--- src/rtl/t20_pkg.sv ---
// Shared types, state/winner codes and 7-segment glyphs for the T20 scoreboard.
package t20_pkg;

    typedef enum logic [2:0] {
        DOT    = 3'd0,
        ONE    = 3'd1,
        TWO    = 3'd2,
        THREE  = 3'd3,
        FOUR   = 3'd4,
        SIX    = 3'd5,
        WICKET = 3'd6
    } outcome_e;

    localparam logic [1:0] INNINGS1  = 2'd0;
    localparam logic [1:0] INNINGS2  = 2'd1;
    localparam logic [1:0] GAME_OVER = 2'd2;

    localparam logic [1:0] WIN_NONE = 2'b00;
    localparam logic [1:0] WIN_A    = 2'b01;
    localparam logic [1:0] WIN_B    = 2'b10;
    localparam logic [1:0] WIN_TIE  = 2'b11;

    // Active-low glyphs, bit 6 = segment a ... bit 0 = segment g
    localparam logic [6:0] SEG_0     = 7'b0000001;
    localparam logic [6:0] SEG_1     = 7'b1001111;
    localparam logic [6:0] SEG_2     = 7'b0010010;
    localparam logic [6:0] SEG_3     = 7'b0000110;
    localparam logic [6:0] SEG_4     = 7'b1001100;
    localparam logic [6:0] SEG_5     = 7'b0100100;
    localparam logic [6:0] SEG_6     = 7'b0100000;
    localparam logic [6:0] SEG_7     = 7'b0001111;
    localparam logic [6:0] SEG_8     = 7'b0000000;
    localparam logic [6:0] SEG_9     = 7'b0000100;
    localparam logic [6:0] SEG_A     = 7'b0001000;
    localparam logic [6:0] SEG_BLANK = 7'b1111111;

    function automatic outcome_e decode_ball(input logic [3:0] nib);
        if (nib <= 4'd2)       return DOT;
        else if (nib <= 4'd6)  return ONE;
        else if (nib <= 4'd8)  return TWO;
        else if (nib == 4'd9)  return THREE;
        else if (nib <= 4'd11) return FOUR;
        else if (nib <= 4'd13) return SIX;
        else                   return WICKET;
    endfunction

    function automatic logic [3:0] outcome_runs(input outcome_e oc);
        case (oc)
            ONE:     return 4'd1;
            TWO:     return 4'd2;
            THREE:   return 4'd3;
            FOUR:    return 4'd4;
            SIX:     return 4'd6;
            default: return 4'd0;
        endcase
    endfunction

    function automatic logic [6:0] seg_glyph(input logic [3:0] d);
        case (d)
            4'd0:    return SEG_0;
            4'd1:    return SEG_1;
            4'd2:    return SEG_2;
            4'd3:    return SEG_3;
            4'd4:    return SEG_4;
            4'd5:    return SEG_5;
            4'd6:    return SEG_6;
            4'd7:    return SEG_7;
            4'd8:    return SEG_8;
            4'd9:    return SEG_9;
            4'd10:   return SEG_A;
            default: return SEG_BLANK;
        endcase
    endfunction

endpackage

--- src/rtl/seg7_mux.sv ---
// Four-digit multiplexed display: wickets glyph on the left, runs as BCD on the right.
module seg7_mux
    import t20_pkg::*;
#(
    parameter int unsigned REFRESH_BITS = 18
) (
    input  logic       clk_i,
    input  logic       rst_i,
    input  logic [9:0] runs_i,
    input  logic [3:0] wickets_i,
    output logic [3:0] an_o,
    output logic [6:0] ca_o,
    output logic       dp_o
);

    logic [REFRESH_BITS-1:0] cnt_q;
    logic [1:0]              sel;
    logic [3:0]              hundreds, tens, ones;
    logic [3:0]              an_d, an_q;
    logic [6:0]              ca_d, ca_q;
    logic                    dp_d, dp_q;

    assign sel      = cnt_q[REFRESH_BITS-1 -: 2];
    // Runs saturate at 999, so three decimal digits always suffice
    assign hundreds = 4'(runs_i / 10'd100);
    assign tens     = 4'((runs_i / 10'd10) % 10'd10);
    assign ones     = 4'(runs_i % 10'd10);

    // Pick the active digit and its glyph from the refresh phase
    always_comb begin
        an_d = 4'b1111;
        ca_d = SEG_BLANK;
        dp_d = 1'b1;
        case (sel)
            2'd0: begin an_d = 4'b0111; ca_d = seg_glyph(wickets_i); dp_d = 1'b0; end
            2'd1: begin an_d = 4'b1011; ca_d = seg_glyph(hundreds); end
            2'd2: begin an_d = 4'b1101; ca_d = seg_glyph(tens); end
            default: begin an_d = 4'b1110; ca_d = seg_glyph(ones); end
        endcase
    end

    // Refresh counter and registered pin drive (blank while in reset)
    always_ff @(posedge clk_i or posedge rst_i) begin
        if (rst_i) begin
            cnt_q <= '0;
            an_q  <= 4'b1111;
            ca_q  <= SEG_BLANK;
            dp_q  <= 1'b1;
        end else begin
            cnt_q <= cnt_q + 1'b1;
            an_q  <= an_d;
            ca_q  <= ca_d;
            dp_q  <= dp_d;
        end
    end

    assign an_o = an_q;
    assign ca_o = ca_q;
    assign dp_o = dp_q;

endmodule

--- src/rtl/t20_cricket_scoreboard.sv ---
// T20 game engine: LFSR-driven balls, two innings, winner decision, LED bar and display.
module t20_cricket_scoreboard
    import t20_pkg::*;
#(
    parameter int unsigned BALLS_PER_INNINGS = 120,
    parameter int unsigned MAX_WICKETS       = 10,
    parameter int unsigned REFRESH_BITS      = 18
) (
    input  logic        clk_fpga,
    input  logic        reset,
    input  logic        start,
    input  logic        teamSwitch,
    output logic        dp,
    output logic [6:0]  ca,
    output logic [3:0]  an,
    output logic [15:0] leds
);

    localparam logic [7:0] BallsMax = 8'(BALLS_PER_INNINGS);
    localparam logic [3:0] WktsMax  = 4'(MAX_WICKETS);

    logic              start_q;
    logic [15:0]       lfsr_q;
    logic [1:0]        state_q, state_d;
    logic [1:0][9:0]   runs_q, runs_d;
    logic [1:0][3:0]   wk_q, wk_d;
    logic [1:0][2:0]   bio_q, bio_d;
    logic [1:0][4:0]   ov_q, ov_d;
    logic [1:0][7:0]   tot_q, tot_d;
    outcome_e          last_q, last_d;
    logic [1:0]        winner_q, winner_d;

    logic              ball;
    logic              bat;
    outcome_e          oc;
    logic [10:0]       run_sum;

    assign ball = start & ~start_q;
    // Team B's counters stay on show once the game is over
    assign bat  = (state_q != INNINGS1);
    assign oc   = decode_ball(lfsr_q[3:0]);

    // Score the detected ball and advance the innings/game state
    always_comb begin
        state_d  = state_q;
        runs_d   = runs_q;
        wk_d     = wk_q;
        bio_d    = bio_q;
        ov_d     = ov_q;
        tot_d    = tot_q;
        last_d   = last_q;
        winner_d = winner_q;
        run_sum  = 11'(runs_q[bat]) + 11'(outcome_runs(oc));
        if (ball && state_q != GAME_OVER) begin
            last_d      = oc;
            runs_d[bat] = (run_sum > 11'd999) ? 10'd999 : run_sum[9:0];
            if (oc == WICKET) wk_d[bat] = wk_q[bat] + 4'd1;
            tot_d[bat] = tot_q[bat] + 8'd1;
            if (bio_q[bat] == 3'd5) begin
                bio_d[bat] = 3'd0;
                ov_d[bat]  = ov_q[bat] + 5'd1;
            end else begin
                bio_d[bat] = bio_q[bat] + 3'd1;
            end
            if (state_q == INNINGS1) begin
                if (wk_d[0] == WktsMax || tot_d[0] == BallsMax) state_d = INNINGS2;
            end else if (wk_d[1] == WktsMax || tot_d[1] == BallsMax || runs_d[1] > runs_d[0]) begin
                state_d = GAME_OVER;
                if (runs_d[1] > runs_d[0])      winner_d = WIN_B;
                else if (runs_d[1] < runs_d[0]) winner_d = WIN_A;
                else                            winner_d = WIN_TIE;
            end
        end
    end

    // Game state, LFSR and start-edge register
    always_ff @(posedge clk_fpga or posedge reset) begin
        if (reset) begin
            start_q  <= 1'b0;
            lfsr_q   <= 16'hACE1;
            state_q  <= INNINGS1;
            runs_q   <= '0;
            wk_q     <= '0;
            bio_q    <= '0;
            ov_q     <= '0;
            tot_q    <= '0;
            last_q   <= DOT;
            winner_q <= WIN_NONE;
        end else begin
            start_q  <= start;
            // Fibonacci taps 16,14,13,11
            lfsr_q   <= {lfsr_q[14:0], lfsr_q[15] ^ lfsr_q[13] ^ lfsr_q[12] ^ lfsr_q[10]};
            state_q  <= state_d;
            runs_q   <= runs_d;
            wk_q     <= wk_d;
            bio_q    <= bio_d;
            ov_q     <= ov_d;
            tot_q    <= tot_d;
            last_q   <= last_d;
            winner_q <= winner_d;
        end
    end

    assign leds = {state_q != INNINGS1, state_q == GAME_OVER, bio_q[bat], ov_q[bat],
                   last_q, winner_q, 1'b0};

    seg7_mux #(
        .REFRESH_BITS(REFRESH_BITS)
    ) u_seg7_mux (
        .clk_i     (clk_fpga),
        .rst_i     (reset),
        .runs_i    (runs_q[teamSwitch]),
        .wickets_i (wk_q[teamSwitch]),
        .an_o      (an),
        .ca_o      (ca),
        .dp_o      (dp)
    );

endmodule

--- config.mk ---
export PLATFORM = sky130hd
export DESIGN_NAME = t20_cricket_scoreboard
export DESIGN_NICKNAME = d
export VERILOG_FILES = /design/src/rtl/t20_pkg.sv /design/src/rtl/seg7_mux.sv /design/src/rtl/t20_cricket_scoreboard.sv
export SDC_FILE = /design/constraint.sdc
export NUM_CORES = 1
export LEC_CHECK = 0
export ABC_CLOCK_PERIOD_IN_PS = 14680
export CORE_MARGIN = 3
export CORE_UTILIZATION = 51
export CTS_CLUSTER_SIZE = 8
export DETAILED_ROUTE_END_ITERATION = 8
export HOLD_SLACK_MARGIN = 0.06
export PLACE_DENSITY = 0.73
export SKIP_LAST_GASP = 1
export SLEW_MARGIN = 0
export SYNTH_ARGS = -nofsm -noshare
export SYNTH_HDL_FRONTEND = slang
export SYNTH_SLANG_ARGS = --single-unit
export TNS_END_PERCENT = 30
--- constraint.sdc ---
create_clock -name clk_fpga -period 14.68 [get_ports clk_fpga]
set_clock_uncertainty 0.05 [all_clocks]
set_input_delay 2.936 -clock clk_fpga [delete_from_list [all_inputs] [get_ports clk_fpga]]
set_output_delay 2.936 -clock clk_fpga [all_outputs]
set_load 0.02 [all_outputs]
==> flow_summary.ini <==
[route]
first_pass_iters = 5
route.detailed.drc = 0
drt_iter0_drc = 712
ant_nets = 0
wire_per_inst_um = 15.7
viasPerCell = 6.00
vias = 8157
totalWireLength_mm = 21.4

[sta]
max_slew_margin_pct = 36.3
worst_slew_pin_slew_ps = 946
setup_viol = 0
min_period_ps = 11850
rsz0062_at_grt = no
fin_crit_sh_pct = 80.7
fmax_ghz = 0.0844
setup_ws_ps = 2830
setup_tns_ps = 0
hold_viol_final = 0
drv_slew = 0

[cts]
clock_latency_ps = 410
cts.repair.resized = 0
root_buffer = clkbuf_16
cts_buffer_depth = 2
clk_pin_slew_ps = 60
postCtsSetupRepairBufs = 0
clock_sinks = 114
cts_made_buffers = 17
cts_tree = built
hold_buffers = 0
htreeDepth = 4

[logic_synthesis]
synthTopCellsByArea = dfrtp_1 (26%), ha_1 (7.3%), nand2_1 (6.7%)
synth_top_flop_cell = dfrtp_1
synthCells = 1118
synth_seq_cells = 114
yosysTopAreaCell = dfrtp_1
ys_warn_count = 0
ys_top_cells_by_count = nand2_1 (163), nor2_1 (101), dfrtp_1 (94)
post_synth.cell_area_avg_um2 = 8.15
synth_edf_count = 0
async_reset_ff_share_pct = 100
ys_seq_area_share_pct = 31.6
syn-cell-area_um2 = 9110
synth_most_common_cell = nand2_1
synth_nets = 1176
synth_top_area_share_pct = 25.8
synth_cell_type_count = 84

[placed_design]
routabilityCongestion = 0.919
placed_cell_area_um2 = 9530
dp_slack_ps = 2490
dp_hpwl_mm = 14.9
portBuffers = 30

[setup_path]
slowest_stage = a221oi_2
cp-start-kind = input port
critPathKind = in2reg
rrSetupSlack_ps = 5760
crit_required_ps = 14960
r2r_start = runs_q[6]$_DFFE_PP0P_
max_stage_delay_ps = 730
cpMostUsedCell = a21oi_1
end_kind = register
worst-endpoint-arrival_ps = 12130
worstRegToRegCells = 29
critPathMaxFanout = 21
r2r-end = u_seg7_mux.ca_o[3]$_DFF_PP1_

[floorplanning]
die_area_um2 = 19500
start_util_pct = 52.3
die_h_um = 140
ios = 32
num_rows = 48
fp.dieW_um = 140
core_area_um2 = 17400

[grt]
grt_pass1_wl_mm = 37.0
grtUsageMet2_pct = 35.9
grt_max_degree = 63
overflow = 0
track_usage_pct = 22.3
met1_usage_pct = 30.8
antenna_found_initial = 0
grt-busiest-layer = met2
grt_pass1_vias = 7733
grt_use_met3_pct = 3.30

[power_and_ir_drop]
vdd_drop_max_v = 0.000104
p_leak_nw = 4.55
p_sw_share_pct = 20.9
p_switching_w = 0.000161
power.density_nw_per_um2 = 75.5
total_power_w = 0.000768
p_int_w = 0.000608
seq_power_share_pct = 41.0
clkPwrFrac_pct = 57.7
p_comb_share_pct = 1.3

[cells_and_area]
postLayoutCoreUtil_pct = 58.4
drive_above_1_share_pct = 10.0
final_area_um2 = 10200
n_antenna_cell = 0
area_growth_pct = 11.7
final_nets = 1180

[min_path]
hp-class = reg2reg
holdPathStages = 0
hold_end = lfsr_q[7]$_DFF_PP1_
hold_start = lfsr_q[6]$_DFF_PP1_

[run]
maxCapViolCount = 0

[outcome]
status = complete, no violations
==> sequential cells by signal, indices dropped and copies added, names as in the netlist <==
| signal | cells |
|---|---|
| u_seg7_mux.an_o | 4 |
| start_q | 1 |
| u_seg7_mux.cnt_q | 18 |
| lfsr_q | 16 |
| winner_q | 2 |
| u_seg7_mux.ca_o | 7 |
| bio_q | 6 |
| u_seg7_mux.dp_o | 1 |
| runs_q | 20 |
| tot_q | 16 |
| ov_q | 10 |
| last_q | 3 |
| state_q | 2 |
| wk_q | 8 |
==> cell families after synthesis <==
group           Yosys count  synth area share [%]
mux                      67                  8.00
fa+ha+maj                57                  7.83
flops                   114                  31.6
simple gates            433                  22.0
compound gates          289                  20.2
other cells               1                0.0412
xor+xnor                 64                  6.15
buf+inv                  93                  4.20
==> critical path: cells and delay by family <==
family	cells	cell delay (ps)
AOI/OAI and AO/OA	14	3680
and+or+nand+nor	6	2220
buffers and inverters	6	1600
muxes	2	900
adders and majority gates	3	730
==> power groups by stage <==
stage	combinational, W	clock (W)	sequential [W]
finish	0.0000101	0.000443	0.000315
CTS	0.0000106	0.000451	0.000315
global route	0.0000116	0.000466	0.000315
detailed placement	0.0000106	0	0.000320
floorplan	0.00000765	0	0.000320
global placement	0.0000105	0	0.000320
==> worst max-delay path by stage <==
stage / start / endpoint / depth (start not counted)
finish: teamSwitch / u_seg7_mux.ca_o[3]$_DFF_PP1_ / 31
CTS: teamSwitch / u_seg7_mux.ca_o[3]$_DFF_PP1_ / 31
detailed placement: teamSwitch / u_seg7_mux.ca_o[3]$_DFF_PP1_ / 31
global placement: teamSwitch / u_seg7_mux.ca_o[3]$_DFF_PP1_ / 31
global route: teamSwitch / u_seg7_mux.ca_o[3]$_DFF_PP1_ / 31
floorplan: teamSwitch / u_seg7_mux.ca_o[3]$_DFF_PP1_ / 32
==> cell usage in the layout, fill, tap and decap left out, types with 6 or more instances in the layout <==
cell,n
nor3_1,35
a21o_1,15
nor2b_1,13
o22ai_1,7
nand3_1,45
nand2b_1,7
nor4_1,12
a21oi_1,78
o21ai_1,9
dfrtp_1,94
o21a_1,6
xnor2_1,34
nor2_1,100
dfstp_2,20
nand4_1,16
clkdlybuf4s50_1,30
nand2_1,163
a31oi_1,19
inv_1,35
xor2_1,30
clkbuf_16,17
buf_4,9
and3_1,9
mux2i_1,38
mux2_2,25
o221ai_1,7
ha_1,53
a211oi_1,14
o21ai_0,73
==> through the flow <==
stage | hold slack, ps | std cells
2_1_floorplan | 281 | 1118
3_3_place_gp | 288 | 1328
3_5_place_dp | 286 | 1328
4_1_cts | 307 | 1360
5_1_grt | 312 | 1360
6_report | 305 | 1360
==> per-layer routing <==
metal / vias to the layer above / part of all wire [%]
li1: 4033 / -
met1: 3879 / 48
met2: 203 / 47
met3: 42 / 3.3
met4: 0 / 2.2
met5: - / 0
==> final cells by class <==
type / instances / area, um^2
fillers: 1561 / 7250
multi-input cells: 911 / 5850
flip-flops and latches: 114 / 2880
clock buffers: 18 / 439
repair buffers: 39 / 368
well taps: 225 / 282
clock inverters: 14 / 201
inverters: 39 / 149
Power figures use the tool's default switching activity.
